<file path="src/rtl/soc_io_pkg.sv">
// Shared constants for the DE1-SoC I/O conditioning blocks that sit in front of the soc_system PIOs.
package soc_io_pkg;

    localparam int SW_WIDTH               = 10;
    localparam int LED_WIDTH              = 10;
    localparam int DEBOUNCE_20MS_AT_50MHZ = 1000000;
    localparam int DEBOUNCE_SIM           = 8;

    // Counter width able to hold values 0..cycles.
    function automatic int cnt_width(input int cycles);
        return $clog2(cycles + 1);
    endfunction

endpackage

</file>
<file path="src/rtl/switch_debounce_bit.sv">
// One switch: synchroniser chain, stability counter, accepted level and registered rise/fall pulses.
module switch_debounce_bit
    import soc_io_pkg::*;
#(
    parameter int DEBOUNCE_CYCLES = DEBOUNCE_20MS_AT_50MHZ,
    parameter int SYNC_STAGES     = 2
) (
    input  logic clk_i,
    input  logic rst_ni,
    input  logic sw_raw_i,
    output logic sw_stable_o,
    output logic rise_o,
    output logic fall_o,
    output logic pulse_d_o
);

    localparam int                CNT_W    = cnt_width(DEBOUNCE_CYCLES);
    localparam logic [CNT_W-1:0]  CNT_LAST = CNT_W'(DEBOUNCE_CYCLES - 1);

    logic [SYNC_STAGES-1:0] sync_q, sync_d;
    logic [CNT_W-1:0]       cnt_q, cnt_d;
    logic                   stable_q, stable_d;
    logic                   rise_q, rise_d;
    logic                   fall_q, fall_d;
    logic                   sw_sync;

    assign sw_sync = sync_q[SYNC_STAGES-1];

    // Any cycle where the synchronised level matches the accepted one clears the count.
    always_comb begin
        sync_d   = {sync_q[SYNC_STAGES-2:0], sw_raw_i};
        cnt_d    = '0;
        stable_d = stable_q;
        rise_d   = 1'b0;
        fall_d   = 1'b0;
        if (sw_sync != stable_q) begin
            if (cnt_q >= CNT_LAST) begin
                stable_d = sw_sync;
                rise_d   = sw_sync;
                fall_d   = ~sw_sync;
            end else begin
                cnt_d = cnt_q + 1'b1;
            end
        end
    end

    always_ff @(posedge clk_i) begin
        if (!rst_ni) begin
            sync_q   <= '0;
            cnt_q    <= '0;
            stable_q <= 1'b0;
            rise_q   <= 1'b0;
            fall_q   <= 1'b0;
        end else begin
            sync_q   <= sync_d;
            cnt_q    <= cnt_d;
            stable_q <= stable_d;
            rise_q   <= rise_d;
            fall_q   <= fall_d;
        end
    end

    assign sw_stable_o = stable_q;
    assign rise_o      = rise_q;
    assign fall_o      = fall_q;
    // Next-cycle pulse, lets the parent register an aligned event flag.
    assign pulse_d_o   = rise_d | fall_d;

endmodule

</file>
<file path="src/rtl/switch_debouncer.sv">
// Debounces the slide switches feeding the switches PIO; also emits per-bit edge pulses and a summary event.
module switch_debouncer
    import soc_io_pkg::*;
#(
    parameter int NUM_SW          = SW_WIDTH,
    parameter int DEBOUNCE_CYCLES = DEBOUNCE_20MS_AT_50MHZ,
    parameter int SYNC_STAGES     = 2
) (
    input  logic              clk_clk,
    input  logic              reset_reset_n,
    input  logic [NUM_SW-1:0] sw_raw,
    output logic [NUM_SW-1:0] sw_stable,
    output logic [NUM_SW-1:0] sw_rise,
    output logic [NUM_SW-1:0] sw_fall,
    output logic              sw_event
);

    logic [NUM_SW-1:0] pulse_d;
    logic              event_q, event_d;

    generate
        for (genvar g = 0; g < NUM_SW; g++) begin : g_bit
            switch_debounce_bit #(
                .DEBOUNCE_CYCLES (DEBOUNCE_CYCLES),
                .SYNC_STAGES     (SYNC_STAGES)
            ) u_bit (
                .clk_i       (clk_clk),
                .rst_ni      (reset_reset_n),
                .sw_raw_i    (sw_raw[g]),
                .sw_stable_o (sw_stable[g]),
                .rise_o      (sw_rise[g]),
                .fall_o      (sw_fall[g]),
                .pulse_d_o   (pulse_d[g])
            );
        end
    endgenerate

    // Built from the bits' next-state pulses so the flag lands in the same cycle as them.
    assign event_d = |pulse_d;

    always_ff @(posedge clk_clk) begin
        if (!reset_reset_n) begin
            event_q <= 1'b0;
        end else begin
            event_q <= event_d;
        end
    end

    assign sw_event = event_q;

endmodule

</file>
<file path="config.mk">
export PLATFORM = sky130hd
export DESIGN_NAME = switch_debouncer
export DESIGN_NICKNAME = d
export VERILOG_FILES = /design/src/rtl/soc_io_pkg.sv /design/src/rtl/switch_debounce_bit.sv /design/src/rtl/switch_debouncer.sv
export SDC_FILE = /design/constraint.sdc
export NUM_CORES = 1
export LEC_CHECK = 0
export ABC_AREA = 0
export BUFFER_PORTS_ARGS = -buffer_cell sky130_fd_sc_hd__buf_4
export CORE_UTILIZATION = 60
export CTS_BUF_LIST = sky130_fd_sc_hd__clkbuf_8 sky130_fd_sc_hd__clkbuf_16
export CTS_CLUSTER_DIAMETER = 120
export DETAILED_ROUTE_END_ITERATION = 10
export PLACE_DENSITY = 0.74
export SYNTH_ARGS = -nofsm -noshare
export SYNTH_HDL_FRONTEND = slang
export SYNTH_SLANG_ARGS = --single-unit
</file>
<file path="constraint.sdc">
create_clock -name clk_clk -period 4.2 [get_ports clk_clk]
set_input_delay 0.63 -clock clk_clk [delete_from_list [all_inputs] [get_ports clk_clk]]
set_output_delay 0.63 -clock clk_clk [all_outputs]
set_load 0.03 [all_outputs]
</file>
* Yosys cells after proc, flatten, opt, wreduce, memory -nomap -nowiden *
Index checks and enable logic that the tools add are counted.

word-level totals
  register bits = 251
  bits of input ports = 12

operators by class
  equality and inequality tests = 10
  reduce and logical (&&, ||, !) cells = 21
  muxes and demuxes = 40
  add/sub/neg operators = 10
  bitwise operators = 31
  order comparisons = 10

operators by type and width
  operator                                                         count
  20-bit by 1-bit adder with 20-bit output, second input constant  10
  20-bit >= comparator, second input constant                      10
  1-bit 2-to-1 mux                                                 40
  3-bit OR reduction                                               10
  1-bit NOT                                                        21
  2-bit AND reduction                                              10
  1-bit inequality test                                            10
  1-bit OR                                                         10
  10-bit OR reduction                                              1

* Depth between registers and ports, before layout *
Gate-level depths: netlist (run 1).

  depth in word-level cells = 5
  gate-level depth with buffers = 9
  gate-level depth less buffers = 7

* By module *
From an unflattened synthesis (run 1), not the netlist that was laid out.

unflattened totals
  cell total of the unflattened synthesis = 1186
  area, all modules = 11294.6 sq um

by module, submodules not included
  module               cells each  sequential area each (sq um)  area each (sq um)  instances
  switch_debounce_bit  118         500.5                         1124.8             10
  switch_debouncer     6           20.0                          46.3               1

* Worst setup path after synthesis (run 1) *
OpenSTA, ideal clock, no wires.

  path kind = flip-flop to flip-flop
  from = register g_bit[0].u_bit.cnt_q[0]
  to = register g_bit[0].u_bit.cnt_q[3]
  stages on the path, launching flop included = 9
  data required time = 4.134 ns
  path slack = 2.315 ns
  arrival time = 1.819 ns
  path through = dfxtp_1 > ha_1 > and4_1 > a2111oi_0 > o21a_1 > a21o_1 > nand3_1 > clkbuf_1 > nor2b_1

on the way
  longest elaborated chain between the ends = 2

ends and longest elaborated chain
  item                                 line                       RTL
  from (decl)                          switch_debounce_bit.sv:21  logic [CNT_W-1:0] cnt_q, cnt_d;
  from (signal assigned)               switch_debounce_bit.sv:56  cnt_q <= cnt_d;
  20-bit >= comparator                 switch_debounce_bit.sv:37  if (cnt_q >= CNT_LAST) begin
  3-bit OR reduction (no source line)  --

Parallel ways exist; a longest one is shown, timed or not.
A chain may end at the register's enable or synchronous reset.

* Final worst setup path (run 1) *
  from = register g_bit[4].u_bit.cnt_q[0]
  to = register g_bit[4].u_bit.cnt_q[19]

on the way
  longest elaborated chain between the ends = 2

ends and longest elaborated chain
  item                                 line
  from (decl)                          switch_debounce_bit.sv:21
  from (signal assigned)               switch_debounce_bit.sv:56
  20-bit >= comparator                 switch_debounce_bit.sv:37
  3-bit OR reduction (no source line)  --

Parallel ways exist; a longest one is shown, timed or not.

==> results.md, run 1 <==
- The max-cap check violation count is 0.
- In this run the register-to-register setup slack is approximately 1700 ps.
- The library cell used most frequently in the layout, excluding fill and tap cells, is sky130_fd_sc_hd__nor2_1.
- The detailed placement HPWL is around 12000 um.
- The data required time at the worst endpoint is 4630 ps.
- The beginning of the worst hold path is sw_raw[4].
- After detailed routing, the number of remaining DRC violations is 0.
- The most common flop cell mapped by yosys is sky130_fd_sc_hd__dfxtp_1.
- The number of setup buffers added after CTS is 0.
- The number of warning messages in the yosys log is 0.
- The flow ran to the end, and the final reports show no timing, DRC or antenna violations.
- The die footprint is approximately 18000 um2.
- In this run the worst path has a maximum fanout of 20.
- For this design the ratio of total power to cell area is slightly above 400 nW/um2.
- Clock tree synthesis inserted a total of 26 buffers.
- The final layout contains 1221 nets.
- The minimum setup slack in the final design is 1650 ps.
- The largest net degree at the start of global routing is 38.
- After detailed routing, the total wire length is approximately 18000 um.
- In the synthesized netlist the async set-or-reset flop fraction comes to 0.
- The path class of the tightest hold or removal check is input pin to register.
- Buffers placed on the I/O ports in this run total 42.
- The maximum resistive drop on vdd is roughly 0.00033 V.
- The pre-antenna-repair detailed-routing pass consisted of 5 iterations.
- In the finished design, the share of the clock period the worst path needs comes to 0.607.
- The total grt overflow is 0.
- The worst endpoint data arrival time is 2980 ps.
- The placement row count is 48.
- The critical path contains buffers and inverters numbering 0 combined.
- The number of resized instances in the post-cts repair step is 0.
- Across every metal layer, demand over resource in global routing totals 0.209.
- After synthesis, the mean cell area works out to a little under 9 um2.
- Among cell families on the critical path, the largest total delay comes from compound AO/OA/AOI/OAI gates.
- The mean routed wirelength per cell is 12.8 um.
- Setup repair after global routing left no endpoint under its margin.
- The worst setup path is launched from a register.
- The number of fill cells in the layout is roughly 1400.
- After routing, the total negative slack on setup checks comes to 0 ps.
- The slowest stage cell on the critical path is sky130_fd_sc_hd__nand3b_1.
- The initial standard-cell utilization of the core is 0.612.
- The final hold slack is 319 ps.
- The signal on the critical path passes through ha_1 > nand3_1 > nor2_1 > o41ai_1 > a21boi_0 > nand3b_1 > a21oi_1.
- The most critical setup path has its startpoint at g_bit[4].u_bit.cnt_q[0].
- The core region is 17200 um2.
- At the end of routability-driven placement, the weighted congestion stood at 0.899.
- The number of enable flip-flop cells after synthesis is 0.
- The worst clock skew on the final layout is 9.87 ps.
- At the pin with the least slew margin, the transition time is 776 ps.
- The number of antenna violations at the first check in global routing is 0.
- The largest incremental delay on the critical path is between 600 and 700 ps.
- In this run the deepest clock path goes through 3 buffers.
- The pre-CTS worst setup slack is 1640 ps.
- The distinct cell type count after synthesis is 53.
- The via count of the first global-routing pass is a little under 7000.
- CTS built an H-tree with a depth of 1.
- The worst setup path is of the register to register kind.
- The clock net in this run drives a total of 251 sinks.
- The area overhead of the layout relative to synthesis is 10.4%.
- The clock-pin slew reported for the worst setup and hold paths after clock tree synthesis is ~60 ps.
- The die extent in x is 135 um.
- The first global-routing pass estimated around 32000 um of wire.
- The minimum clock period is 2550 ps.
- The max-slew violation count came to 0.
- The post-synthesis sequential area ratio is 0.477.
- The gate count after technology mapping is 1193.
- The tightest slew margin relative to the limit is 0.481.
- The detailed-route vias per instance is 5.19.
- The completed layout was analyzed and its total power is 4.76 mW.
- The synthesized design contains 251 register bits.
- The number of routed nets with antenna violations is 0.
- In the layout the commonest cells are 268 x sky130_fd_sc_hd__nor2_1, 251 x sky130_fd_sc_hd__dfxtp_1, 113 x sky130_fd_sc_hd__xor2_1.
- The share of post-route cells with drive strength above 1 is 0.0763.
- In this run, the number of DRC markers left after iteration 0 of detailed routing was 302.
- 0 antenna diodes ended up in the layout.
- For this design the static power due to leakage is 4.11 nW.
- The final hold violation count was 0.
- For this run, the top clock speed supported by timing is 393 MHz.
- For this design the top-level I/O count stands at 43.
- For this design, the CTS-stage hold fixing added 0 buffers.
- The startpoint identified for the worst register-to-register timing path is g_bit[4].u_bit.cnt_q[0].
- The later pin in the worst-skew pair is clocked with a latency of approximately 520 ps.
- The post-synth net total is 1215.
- The count of endpoints failing setup in the final report is 0.
- The floorplan step set the die height to 135 um.
- The mapped cell area is 10500 um2.
- STA classifies the critical path endpoint as a register.
- The final route contains 7498 vias.
- The clock tree from TritonCTS is built.
- The tree is rooted in a sky130_fd_sc_hd__clkbuf_16.
==> report_power, final <==
part	internal, mW	switching [mW]
clock	1.41	0.897
sequential	2.39	0.00900
combinational	0.0160	0.0298
total	3.82	0.936
==> registers in the layout, summed over array words and instances, names as in the netlist <==
| register | count |
|---|---|
| g_bit.u_bit.cnt_q | 200 |
| g_bit.u_bit.sync_q | 20 |
| g_bit.u_bit.fall_o | 10 |
| g_bit.u_bit.rise_o | 10 |
| g_bit.u_bit.sw_stable_o | 10 |
| sw_event | 1 |
==> worst register-to-register path: cells and delay by family (launching register included) <==
family / cells / cell delay, ps
flip-flops: 1 / 330
AND/OR/NAND/NOR: 3 / 910
adder cells (fa/ha/maj): 1 / 220
AO/OA/AOI/OAI: 3 / 1000
==> cells by family (layout without fill, tap and decap cells) <==
logic type / count (synthesis) / after routing / share of synthesized area
muxes: 10 / 10 / 0.00949
xor gates and xnor gates: 180 / 180 / 0.150
buffers and inverters: 87 / 113 / 0.0441
AOI/OAI and AO/OA: 51 / 51 / 0.0336
adders and majority gates: 10 / 10 / 0.0119
and+or+nand+nor: 604 / 604 / 0.275
DFF: 251 / 251 / 0.477
==> cell usage after synthesis, drive strengths merged (4+ instances only) <==
cell type  number  area (um2)
clkbuf         21        88.8
nand3          70         350
nand4          36         225
nor2          268        1010
a21oi          12        60.1
xor2          113         990
or2             7        43.8
a31oi           6        37.5
mux2i          10         100
or3             4        25.0
nor3           15        75.1
nand2b          7        43.8
and4           12         105
or4             7        52.6
inv            23        86.3
nand3b          7        52.6
nor3b          20         150
buf            43         290
ha             10         125
nor4b           5        43.8
o22ai           5        31.3
nand2          79         297
and3           39         245
xnor2          67         587
dfxtp         251        5020
and2           21         131
o21a            5        37.5
==> layer usage <==
layer,wire length [um],GRT usage,vias up
li1,-,-,3942
met1,9090,0.287,3402
met2,8250,0.343,119
met3,651,0.0308,35
met4,430,0.0562,0
met5,0,0,-
==> per-stage QoR <==
step	std cells	cell area [um2]	utilization
after floorplan	1193	10500	-
after global placement	1396	10800	0.624
after detailed placement	1396	10800	0.624
after CTS	1444	11600	0.676
after global routing	1444	11600	0.676
final	1444	11600	0.676
==> cell type report <==
type                       instances  area (um2)  share of cell area
inverter                          23        86.3             0.00741
sequential                       251        5020               0.432
timing repair buffer              42         315              0.0271
clock buffer                      31         731              0.0628
clock inverter                    17         151              0.0130
tap                              225         282              0.0242
multi-input combinational        855        5050               0.434
==> path summary, 6_finish.rpt <==
check,endpoint,cells after the start
worst max-delay path,g_bit[4].u_bit.cnt_q[19],7
worst min-delay path,g_bit[4].u_bit.sync_q[0],2
worst max register to register,g_bit[4].u_bit.cnt_q[19],7
worst min register to register,g_bit[3].u_bit.sync_q[1],1
No activity file was read; power rests on OpenSTA's default activity.
==> run 2, diff against run 1 <==
--- a/config.mk
+++ b/config.mk
@@ -7,11 +7,11 @@
 export LEC_CHECK = 0
 export ABC_AREA = 0
 export BUFFER_PORTS_ARGS = -buffer_cell sky130_fd_sc_hd__buf_4
-export CORE_UTILIZATION = 60
+export CORE_UTILIZATION = 55
 export CTS_BUF_LIST = sky130_fd_sc_hd__clkbuf_8 sky130_fd_sc_hd__clkbuf_16
 export CTS_CLUSTER_DIAMETER = 120
 export DETAILED_ROUTE_END_ITERATION = 10
-export PLACE_DENSITY = 0.74
+export PLACE_DENSITY = 0.71
 export SYNTH_ARGS = -nofsm -noshare
 export SYNTH_HDL_FRONTEND = slang
 export SYNTH_SLANG_ARGS = --single-unit
==> constraint.sdc (replaced) <==
create_clock -name clk_clk -period 2.1 [get_ports clk_clk]
set_input_delay 0.315 -clock clk_clk [delete_from_list [all_inputs] [get_ports clk_clk]]
set_output_delay 0.315 -clock clk_clk [all_outputs]
set_load 0.03 [all_outputs]
==> run 2 against run 1 <==
  * Core utilization down 3.2 points
  * Final cell count increased by 3.5%
  * Critical path depth decreased by 1
  * Clock power rose by 110%
  * Fmax grew 27%
  * Clock-buffer cell count grew 1
==> results.md, run 2 (synthesized netlist as in run 1, its figures left out) <==
- The flow ran to the end, and the final reports show no timing, DRC or antenna violations.
- The largest incremental delay on the critical path is roughly 460 ps.
- The post-CTS setup repair buffer count is 0.
- The final cycle utilization of the critical path is 0.954.
- Port buffering added 42 buffers.
- TritonCTS built the clock tree.
- The clock latency reported for the late side of the worst-skew pair is 530 ps.
- The placement row count is 50.
- After detailed routing, the total wire length is 19200 um.
- In the final layout, the multi-input gates occupy 5080 um2.
- The area of all sequential standard cells is 5020 um2.
- The detailed-router iteration count before antenna repair is 5.
- Across the run, the number of max-cap violations was 0.
- Across the VDD grid, the largest voltage drop is just over 0.0006 V.
- After global routing the overflow that remains totals 0.
- The number of routed nets with antenna violations is 0.
- The via count is ~7700.
- The number of flip-flops in the largest register is 200.
- The CTS sink count is 251.
- The clock-pin slew reported for the worst setup and hold paths after clock tree synthesis is 60 ps.
- Compared with the post-synthesis result, the final layout area differs by 14.6%.
- In this run the tightest slew margin relative to its limit is 0.630.
- The minimum clock period is 2000 ps.
- After detailed routing, the average wire length per cell comes to 12.9 um.
- The cell type group with the largest total delay on the critical path is simple AND/OR/NAND/NOR gates.
- Fill cells in the final layout number 1582.
- Counting flops per register, the top entry is g_bit.u_bit.cnt_q.
- The via count of the first global-routing pass is 7221.
- At the pin with the least slew margin, the transition time is approximately 550 ps.
- Among all stages on the critical path, the largest delay is contributed by sky130_fd_sc_hd__or4b_1.
- The die footprint is about 20000 um2.
- The number of nets at the end of the flow is 1264.
- Power spread over the standard cell area amounts to 808 nW/um2.
- The die extent in x is about 140 um.
- The number of top-level design ports is 43.
- The worst clock skew on the final layout is 11.6 ps.
- The critical path goes through or2_0 > or4b_1 > a31o_1 > a21o_1 > or2_1 > nor3b_1.
- Across every metal layer, demand over resource in global routing totals 0.199.
- In this run the worst path has a maximum fanout of 3.
- STA classifies the critical path endpoint as a register.
- The share of post-route cells with drive strength above 1 is 0.105.
- Data on the critical path is required at its endpoint by 2530 ps.
- Summed over all cells, the static leakage comes to ~4.3 nW.
- The upper clock frequency limit is 499 MHz.
- The detailed-route vias per instance is 5.14.
- CTS built an H-tree with a depth of 1.
- The first global-routing pass estimated 33000 um of wire.
- The TritonCTS buffer count is 27.
- The largest buffer count on any clock path is 3.
- The worst endpoint data arrival time is ~2400 ps.
- The final RePlAce weighted congestion is 0.814.
- The largest net degree at the start of global routing is 31.
- The library cell used most frequently in the layout, excluding fill and tap cells, is sky130_fd_sc_hd__nor2_1.
- STA classifies the critical path startpoint as a register.
- The height of the die is about 140 um.
- The min-delay analysis places its worst path in the category input pin to register.
- The number of antenna violations at the first check in global routing was 0.
- The final hold violation count is 0.
- Power comes to 9.76 mW.
- The detailed placement HPWL is 13100 um.
- After floorplanning, the core was sized to cover roughly 19000 um2.
- The starting DRC count in detailed routing is 362.
- For this run, design rule violations remaining after detail routing come to 0.
- The critical path contains buffers and inverters numbering 0 combined.
- Adding up every negative setup slack in the final design gives 0 ps.
- Setup violations remaining at the end of the flow were counted as 0.
- The category of the critical setup timing path is register to register.
- The max-slew violation count is 0.
- The library cells used most frequently in the layout, excluding fill and tap cells, are 268 x sky130_fd_sc_hd__nor2_1, 251 x sky130_fd_sc_hd__dfxtp_1, 113 x sky130_fd_sc_hd__xor2_1.
- The antenna diode count is 0.
- The initial standard-cell utilization of the core is 0.562.
- The largest registers in the layout are g_bit.u_bit.cnt_q: 200 flops, g_bit.u_bit.sync_q: 20 flops.
- CTS placed an instance of sky130_fd_sc_hd__clkbuf_16 at the clock tree root.
run 2: cell types whose count changed in the layout (fill, tap and decap cells not counted), sizes merged:
cell	before	now
buf	42	76
bufinv	3	4
clkbuf	31	32
clkinv	7	4
dlygate4sd3	0	8
inv	30	31
run 2: final cells by class:
class / count / area share
well taps: 234 / 0.0242
inverters: 23 / 0.00714
clock buffers: 32 / 0.0616
multi-input cells: 855 / 0.420
repair buffers: 84 / 0.0559
clock inverters: 16 / 0.0148
flip-flops and latches: 251 / 0.416
run 2: worst register-to-register path, delay by kind of cell (launching register included):
family / cells / cell delay [ps]
compound gates: 2 / 430
simple gates: 4 / 1150
flops: 1 / 330
run 2: routing by layer:
layer  share of wire  track usage  up-vias
met5               0            0        -
met4           0.018       0.0521        0
met3           0.041       0.0356       27
met2            0.45        0.326      109
met1            0.49        0.272     3508
li1                -            -     4035
run 2: worst paths after layout:
path,startpoint,endpoint,slack (ps),depth (start not counted)
hold / removal,sw_raw[0],g_bit[0].u_bit.sync_q[0],30,2
hold reg to reg,g_bit[3].u_bit.sync_q[0],g_bit[3].u_bit.sync_q[1],430,1
setup reg to reg,g_bit[5].u_bit.cnt_q[13],g_bit[5].u_bit.fall_o,100,6
setup / recovery,g_bit[5].u_bit.cnt_q[13],g_bit[5].u_bit.fall_o,100,6
run 2: through the flow:
step,hold WS [ps],utilization,std cells,area [um2],setup WS (ps)
finish,30.4,0.644,1495,12100,96.5
global route,37.4,0.644,1495,12100,-33.5
CTS,8.82,0.643,1495,12100,45.5
detailed placement,421,0.589,1439,11100,-34.8
global placement,415,0.589,1439,11100,-63.2
floorplan,412,-,1193,10500,215
run 2: where the power goes:
| group | leakage [nW] | internal (mW) | total [mW] | switching, mW |
|---|---|---|---|---|
| Clock | 0.483 | 2.99 | 4.83 | 1.84 |
| Combinational | 1.84 | 0.0561 | 0.124 | 0.0679 |
| Sequential | 2.03 | 4.79 | 4.80 | 0.0165 |
run 2: repair_timing:
action,in CTS,in global routing
gates resized for setup,1,5
endpoints found under the setup margin,20,17
endpoints found under the hold margin,8,0
pin swaps,0,1
hold buffers,8,0
